[src/rtl/dma_pkg.sv]
// Shared DMA definitions: link-list FSM states, descriptor word layout and CTRL bits.
package dma_pkg;

    localparam int DESC_WORDS_DEF = 6;

    localparam int W_SRC  = 0;
    localparam int W_DST  = 1;
    localparam int W_LEN  = 2;
    localparam int W_NEXT = 3;
    localparam int W_CTRL = 4;
    localparam int W_RSVD = 5;

    localparam int CTRL_LAST   = 0;
    localparam int CTRL_IRQ_EN = 1;

    typedef enum logic [2:0] {
        LL_IDLE,
        LL_REQ,
        LL_DATA,
        LL_ISSUE,
        LL_WAIT
    } ll_state_e;

    function automatic logic misaligned(input logic [1:0] lsb);
        return lsb != 2'b00;
    endfunction

endpackage

[src/rtl/ll_desc_asm.sv]
// Descriptor beat assembler: counts link data beats, captures the kept descriptor
// words and flags beats that arrive while no descriptor is being fetched.
module ll_desc_asm
    import dma_pkg::*;
#(
    parameter int DW         = 32,
    parameter int DESC_WORDS = DESC_WORDS_DEF,
    parameter int CNT_W      = 3
) (
    input  logic          clk,
    input  logic          rst,
    input  logic          clr,
    input  logic          capture,
    input  logic          guard,
    input  logic          ll_dvld,
    input  logic [DW-1:0] ll_rdata,
    output logic          last_beat,
    output logic          overrun,
    output logic [DW-1:0] word_src,
    output logic [DW-1:0] word_dst,
    output logic [DW-1:0] word_len,
    output logic [DW-1:0] word_next,
    output logic [DW-1:0] word_ctrl
);

    logic [CNT_W-1:0] count;
    logic             beat;

    assign beat      = capture && ll_dvld;
    assign last_beat = beat && (count == CNT_W'(DESC_WORDS - 1));
    assign overrun   = guard && ll_dvld;

    // The reserved word still advances the count but is never stored.
    always_ff @(posedge clk or posedge rst) begin
        if (rst) begin
            count     <= '0;
            word_src  <= '0;
            word_dst  <= '0;
            word_len  <= '0;
            word_next <= '0;
            word_ctrl <= '0;
        end else if (clr) begin
            count <= '0;
        end else if (beat) begin
            count <= count + CNT_W'(1);
            case (count)
                CNT_W'(W_SRC):  word_src  <= ll_rdata;
                CNT_W'(W_DST):  word_dst  <= ll_rdata;
                CNT_W'(W_LEN):  word_len  <= ll_rdata;
                CNT_W'(W_NEXT): word_next <= ll_rdata;
                CNT_W'(W_CTRL): word_ctrl <= ll_rdata;
                CNT_W'(W_RSVD): ;
                default:        ;
            endcase
        end
    end

endmodule

[src/rtl/ll_desc_ctrl.sv]
// Link-list descriptor controller: fetches each descriptor of a chain, hands it to the
// channel engine and follows NEXT_PTR until LAST, a bad pointer or abort.
module ll_desc_ctrl
    import dma_pkg::*;
#(
    parameter int AW         = 32,
    parameter int DW         = 32,
    parameter int DESC_WORDS = DESC_WORDS_DEF,
    parameter int CNT_W      = 3
) (
    input  logic          clk,
    input  logic          rst,
    input  logic          start,
    input  logic [AW-1:0] head_ptr,
    input  logic          abort,
    output logic          ll_req,
    output logic [AW-1:0] ll_addr,
    input  logic          ll_ack,
    input  logic          ll_dvld,
    input  logic [DW-1:0] ll_rdata,
    output logic          desc_vld,
    input  logic          desc_rdy,
    output logic [AW-1:0] desc_src,
    output logic [AW-1:0] desc_dst,
    output logic [DW-1:0] desc_len,
    output logic [DW-1:0] desc_ctrl,
    input  logic          xfer_done,
    output logic          busy,
    output logic          chain_done,
    output logic          irq,
    output logic          err
);

    ll_state_e     state, state_nxt;
    logic [AW-1:0] addr_q;
    logic          abort_pend;
    logic          load_head, load_next, ack_take, fsm_err;
    logic          capture, guard, last_beat, overrun;
    logic [DW-1:0] word_src, word_dst, word_len, word_next, word_ctrl;

    assign capture = (state == LL_DATA);
    assign guard   = (state == LL_IDLE) || (state == LL_ISSUE) || (state == LL_WAIT);

    ll_desc_asm #(
        .DW         (DW),
        .DESC_WORDS (DESC_WORDS),
        .CNT_W      (CNT_W)
    ) u_asm (
        .clk       (clk),
        .rst       (rst),
        .clr       (ack_take),
        .capture   (capture),
        .guard     (guard),
        .ll_dvld   (ll_dvld),
        .ll_rdata  (ll_rdata),
        .last_beat (last_beat),
        .overrun   (overrun),
        .word_src  (word_src),
        .word_dst  (word_dst),
        .word_len  (word_len),
        .word_next (word_next),
        .word_ctrl (word_ctrl)
    );

    assign ll_addr   = addr_q;
    assign desc_src  = AW'(word_src);
    assign desc_dst  = AW'(word_dst);
    assign desc_len  = word_len;
    assign desc_ctrl = word_ctrl;
    assign busy      = (state != LL_IDLE);
    assign err       = (fsm_err || overrun) && !rst;

    always_ff @(posedge clk or posedge rst) begin
        if (rst) begin
            state <= LL_IDLE;
        end else begin
            state <= state_nxt;
        end
    end

    always_ff @(posedge clk or posedge rst) begin
        if (rst) begin
            addr_q <= '0;
        end else if (load_head) begin
            addr_q <= head_ptr;
        end else if (load_next) begin
            addr_q <= AW'(word_next);
        end
    end

    // An abort seen while the fetch is outstanding is remembered until the beats drain.
    always_ff @(posedge clk or posedge rst) begin
        if (rst) begin
            abort_pend <= 1'b0;
        end else if ((state == LL_REQ) || (state == LL_DATA)) begin
            abort_pend <= abort_pend || abort;
        end else begin
            abort_pend <= 1'b0;
        end
    end

    always_comb begin
        state_nxt  = state;
        ll_req     = 1'b0;
        desc_vld   = 1'b0;
        chain_done = 1'b0;
        irq        = 1'b0;
        fsm_err    = 1'b0;
        load_head  = 1'b0;
        load_next  = 1'b0;
        ack_take   = 1'b0;
        case (state)
            LL_IDLE: begin
                if (start) begin
                    if (misaligned(head_ptr[1:0])) begin
                        fsm_err = 1'b1;
                    end else begin
                        load_head = 1'b1;
                        state_nxt = LL_REQ;
                    end
                end
            end
            LL_REQ: begin
                ll_req = 1'b1;
                if (ll_ack) begin
                    ack_take  = 1'b1;
                    state_nxt = LL_DATA;
                end
            end
            LL_DATA: begin
                if (last_beat) begin
                    if (abort_pend || abort) begin
                        chain_done = 1'b1;
                        state_nxt  = LL_IDLE;
                    end else begin
                        state_nxt = LL_ISSUE;
                    end
                end
            end
            LL_ISSUE: begin
                desc_vld = 1'b1;
                if (desc_rdy) begin
                    state_nxt = LL_WAIT;
                end else if (abort) begin
                    chain_done = 1'b1;
                    state_nxt  = LL_IDLE;
                end
            end
            LL_WAIT: begin
                if (xfer_done) begin
                    irq = word_ctrl[CTRL_IRQ_EN];
                    if (word_ctrl[CTRL_LAST] || abort) begin
                        chain_done = 1'b1;
                        state_nxt  = LL_IDLE;
                    end else if ((word_next == '0) || misaligned(word_next[1:0])) begin
                        fsm_err   = 1'b1;
                        state_nxt = LL_IDLE;
                    end else begin
                        load_next = 1'b1;
                        state_nxt = LL_REQ;
                    end
                end
            end
            default: state_nxt = LL_IDLE;
        endcase
    end

endmodule

[config.mk]
export PLATFORM = sky130hd
export DESIGN_NAME = ll_desc_ctrl
export DESIGN_NICKNAME = d
export VERILOG_FILES = /design/src/rtl/dma_pkg.sv /design/src/rtl/ll_desc_asm.sv /design/src/rtl/ll_desc_ctrl.sv
export SDC_FILE = /design/constraint.sdc
export NUM_CORES = 1
export LEC_CHECK = 0
export BUFFER_PORTS_ARGS = -buffer_cell sky130_fd_sc_hd__buf_2
export CORE_MARGIN = 8
export CORE_UTILIZATION = 51
export CTS_BUF_LIST = sky130_fd_sc_hd__clkbuf_8
export CTS_CLUSTER_SIZE = 25
export DETAILED_ROUTE_END_ITERATION = 16
export GPL_TIMING_DRIVEN = 0
export PLACE_DENSITY = 0.89
export SETUP_SLACK_MARGIN = 0.5
export SLEW_MARGIN = 40
export SYNTH_ARGS = -nofsm -noshare
export SYNTH_HDL_FRONTEND = slang
export SYNTH_SLANG_ARGS = --single-unit
[constraint.sdc]
create_clock -name clk -period 7.35 [get_ports clk]
set_input_delay 0.735 -clock clk [delete_from_list [all_inputs] [get_ports clk]]
set_output_delay 0.735 -clock clk [all_outputs]
set_load 0.005 [all_outputs]
==> out/summary.txt <==
share of cells above drive strength 1 = 65.3%
endpoints failing setup = 0
# port buffers = 237
CTS Root Cell = clkbuf_8
Post-DP HPWL = 15800 µm
clk_skew = 18.6 ps
row count = 46
Routed WL = 21000 µm
antenna-violating nets left = 0
max-slew violation count = 0
CTS Buffer Depth = 2
fmax = 327 MHz
total congestion overflow = 0
first-pass GRT wire length = 32400 µm
mean post-synth cell area = 15.7 µm²
Worst Path Max Fanout = 3
CP endpoint kind = output port
worst-skew pair later-pin latency = 460 ps
count of cell types in the netlist = 41
Final #Nets = 861
Tot GR Track Use = 20.7%
Setup CP Type = reg2out
routed vias/inst = 5.31
detailed-route via count = 5382
Post-CTS Hold Buffers = 0
post-synthesis sequential area ratio = 60.1%
CP startpoint kind = flop
Hold Worst Slack = 263 ps
WP data required = 6610 ps
Routed WL per cell = 20.7 µm
HP Class = in2async
largest net degree at the start of global routing = 83
#FFs+latches synth = 199
Leak = 5.46 nW
die area = 0.0206 mm²
fin crit share = 41.5%
max_cap viols = 0
Hold Fails Final Rpt = 0
vias in the first global route = 5706
Yosys top cell by area = dfrtp_1
unrepaired setup endpoints after global routing = no
Ports = 238
Post-CTS Setup Bufs = 0
power density over cell area = 389 mW/mm²
Pre-antenna DRT Iters = 4
WP data arrival = 2320 ps
Tmin final = 3050 ps
Top FF cell, synth = dfrtp_1
Die Span Y = 143 µm
# fillers = 1207
Post-Synthesis Cell Area = 0.00828 mm²
initial antenna violation count = 1
GP Congestion = 0.788
CTS clock-pin slew for the worst setup and hold paths = 100 ps
post-synth top area share = 60.1%
clock sink total = 199
synth cell count leaders = mux2_2 (203), dfrtp_1 (199), buf_6 (13)
result of the run = completed
core footprint = 0.0159 mm²
CTS tree = done
Mapped Nets = 603
Syn. warnings = 0
Area Overhead vs Synth = 23.0%
post-placement cell area = 0.00980 mm²
peak supply drop = 0.000187 V
Inserted Clock Buffers = 17
final instance area = 0.0102 mm²
DR DRC count = 0
H-tree Lvls = 4
chip width = 143 µm
Post-synth EDFFs = 0
max_slew headroom = 68.0%
post-CTS resize count = 0
most numerous cell in the Yosys netlist = mux2_2
post-synthesis async set-or-reset flop share = 100%
Cells after Synth = 526
Starting Density = 52.1%
DRT iter0 DRCs = 184
slew at the pin closest to its max-slew limit = 477 ps
synth top area cells = dfrtp_1 (60%), mux2_2 (28%), mux2_4 (2.2%)
==> worst max-delay path, cell delays in order (launching register included) <==
cell and delay (ps):
dfrtp_1 420, nor4_1 360, nand2_1 160, nor4_4 460
o31ai_1 130, a31oi_1 200, buf_2 140
==> final cells by class <==
| cell class | instances | area, µm² | area share [%] |
|---|---|---|---|
| sequential | 199 | 4980 | 48.9 |
| multi-input combinational | 296 | 3070 | 30.2 |
| timing repair buffer | 239 | 1240 | 12.2 |
| tap | 216 | 270 | 2.65 |
| clock buffer | 18 | 248 | 2.43 |
| buffer | 24 | 203 | 1.99 |
| clock inverter | 13 | 138 | 1.35 |
| inverter | 7 | 33.8 | 0.332 |
| antenna | 1 | 2.50 | 0.0246 |
==> path summary, 6_finish.rpt <==
check                                          end  cells after the start                start  slack [ps]
worst min-delay path                      state[2]                      2                  rst         260
worst max-delay path                           err                      6  u_asm.word_next[25]        4300
max in group asynchronous       u_asm.word_len[14]                      3                  rst        6380
min in group clk                          state[2]                      2            xfer_done         490
worst min register to register  u_asm.word_len[16]                      1   u_asm.word_len[16]         510
worst max register to register         ll_addr[16]                      6             state[0]        5140
==> layer usage <==
| layer | global-route usage [%] | part of all wire (%) |
|---|---|---|
| met1 | 25.4 | 41 |
| met2 | 34.7 | 50 |
| met3 | 4.68 | 6.9 |
| met4 | 8.08 | 2.3 |
| met5 | 0 | 0 |
==> power breakdown <==
part / internal (W) / total, W / switching, W
clock network: 0.000287 / 0.000688 / 0.000401
registers: 0.00156 / 0.00181 / 0.000254
logic: 0.000831 / 0.00146 / 0.000627
total: 0.00268 / 0.00396 / 0.00128
==> flip-flops by register name, indices dropped and copies added, names as in the netlist <==
register and count:
u_asm.word_src 32, abort_pend 1, u_asm.word_next 32, u_asm.word_dst 32, u_asm.word_ctrl 32, u_asm.count 3, state 3, ll_addr 32
u_asm.word_len 32
==> per-stage QoR <==
step                      utilization (%)  setup TNS, ps  setup WS (ps)  cells  total power (W)
after floorplan                         -              0           1190    526          0.00259
after global placement               61.3        -182800           -935    979          0.00323
after detailed placement             61.7              0           4710    981          0.00332
after CTS                            64.1              0           4190   1012          0.00401
after global routing                 64.1              0           4080   1013          0.00420
final                                64.1              0           4300   1013          0.00396
==> cells in the final DEF, fill, tap and decap left out, drive strengths merged, types with 3 or more instances in the layout <==
| cell | instances |
|---|---|
| buf | 262 |
| ha | 5 |
| nor4 | 9 |
| o21ai | 3 |
| nor2 | 10 |
| mux2 | 220 |
| and2 | 3 |
| nand2 | 14 |
| clkinvlp | 3 |
| clkbuf | 19 |
| clkinv | 3 |
| dfrtp | 199 |
| and3 | 3 |
| inv | 13 |
==> logic make-up (layout without fill, tap and decap cells) <==
family                   after synthesis  count (layout)  share of synthesized area, %
multiplexers                         221             221                          30.6
flip-flops                           199             199                          60.1
AND/OR/NAND/NOR                       50              50                          3.97
buffers and inverters                 31             301                          2.77
AO/OA/AOI/OAI                         18              18                          1.57
adder cells (fa/ha/maj)                5               5                         0.756
XOR/XNOR                               2               2                         0.212
other                                  0               1                             0
No activity file was read; power rests on OpenSTA's default activity.
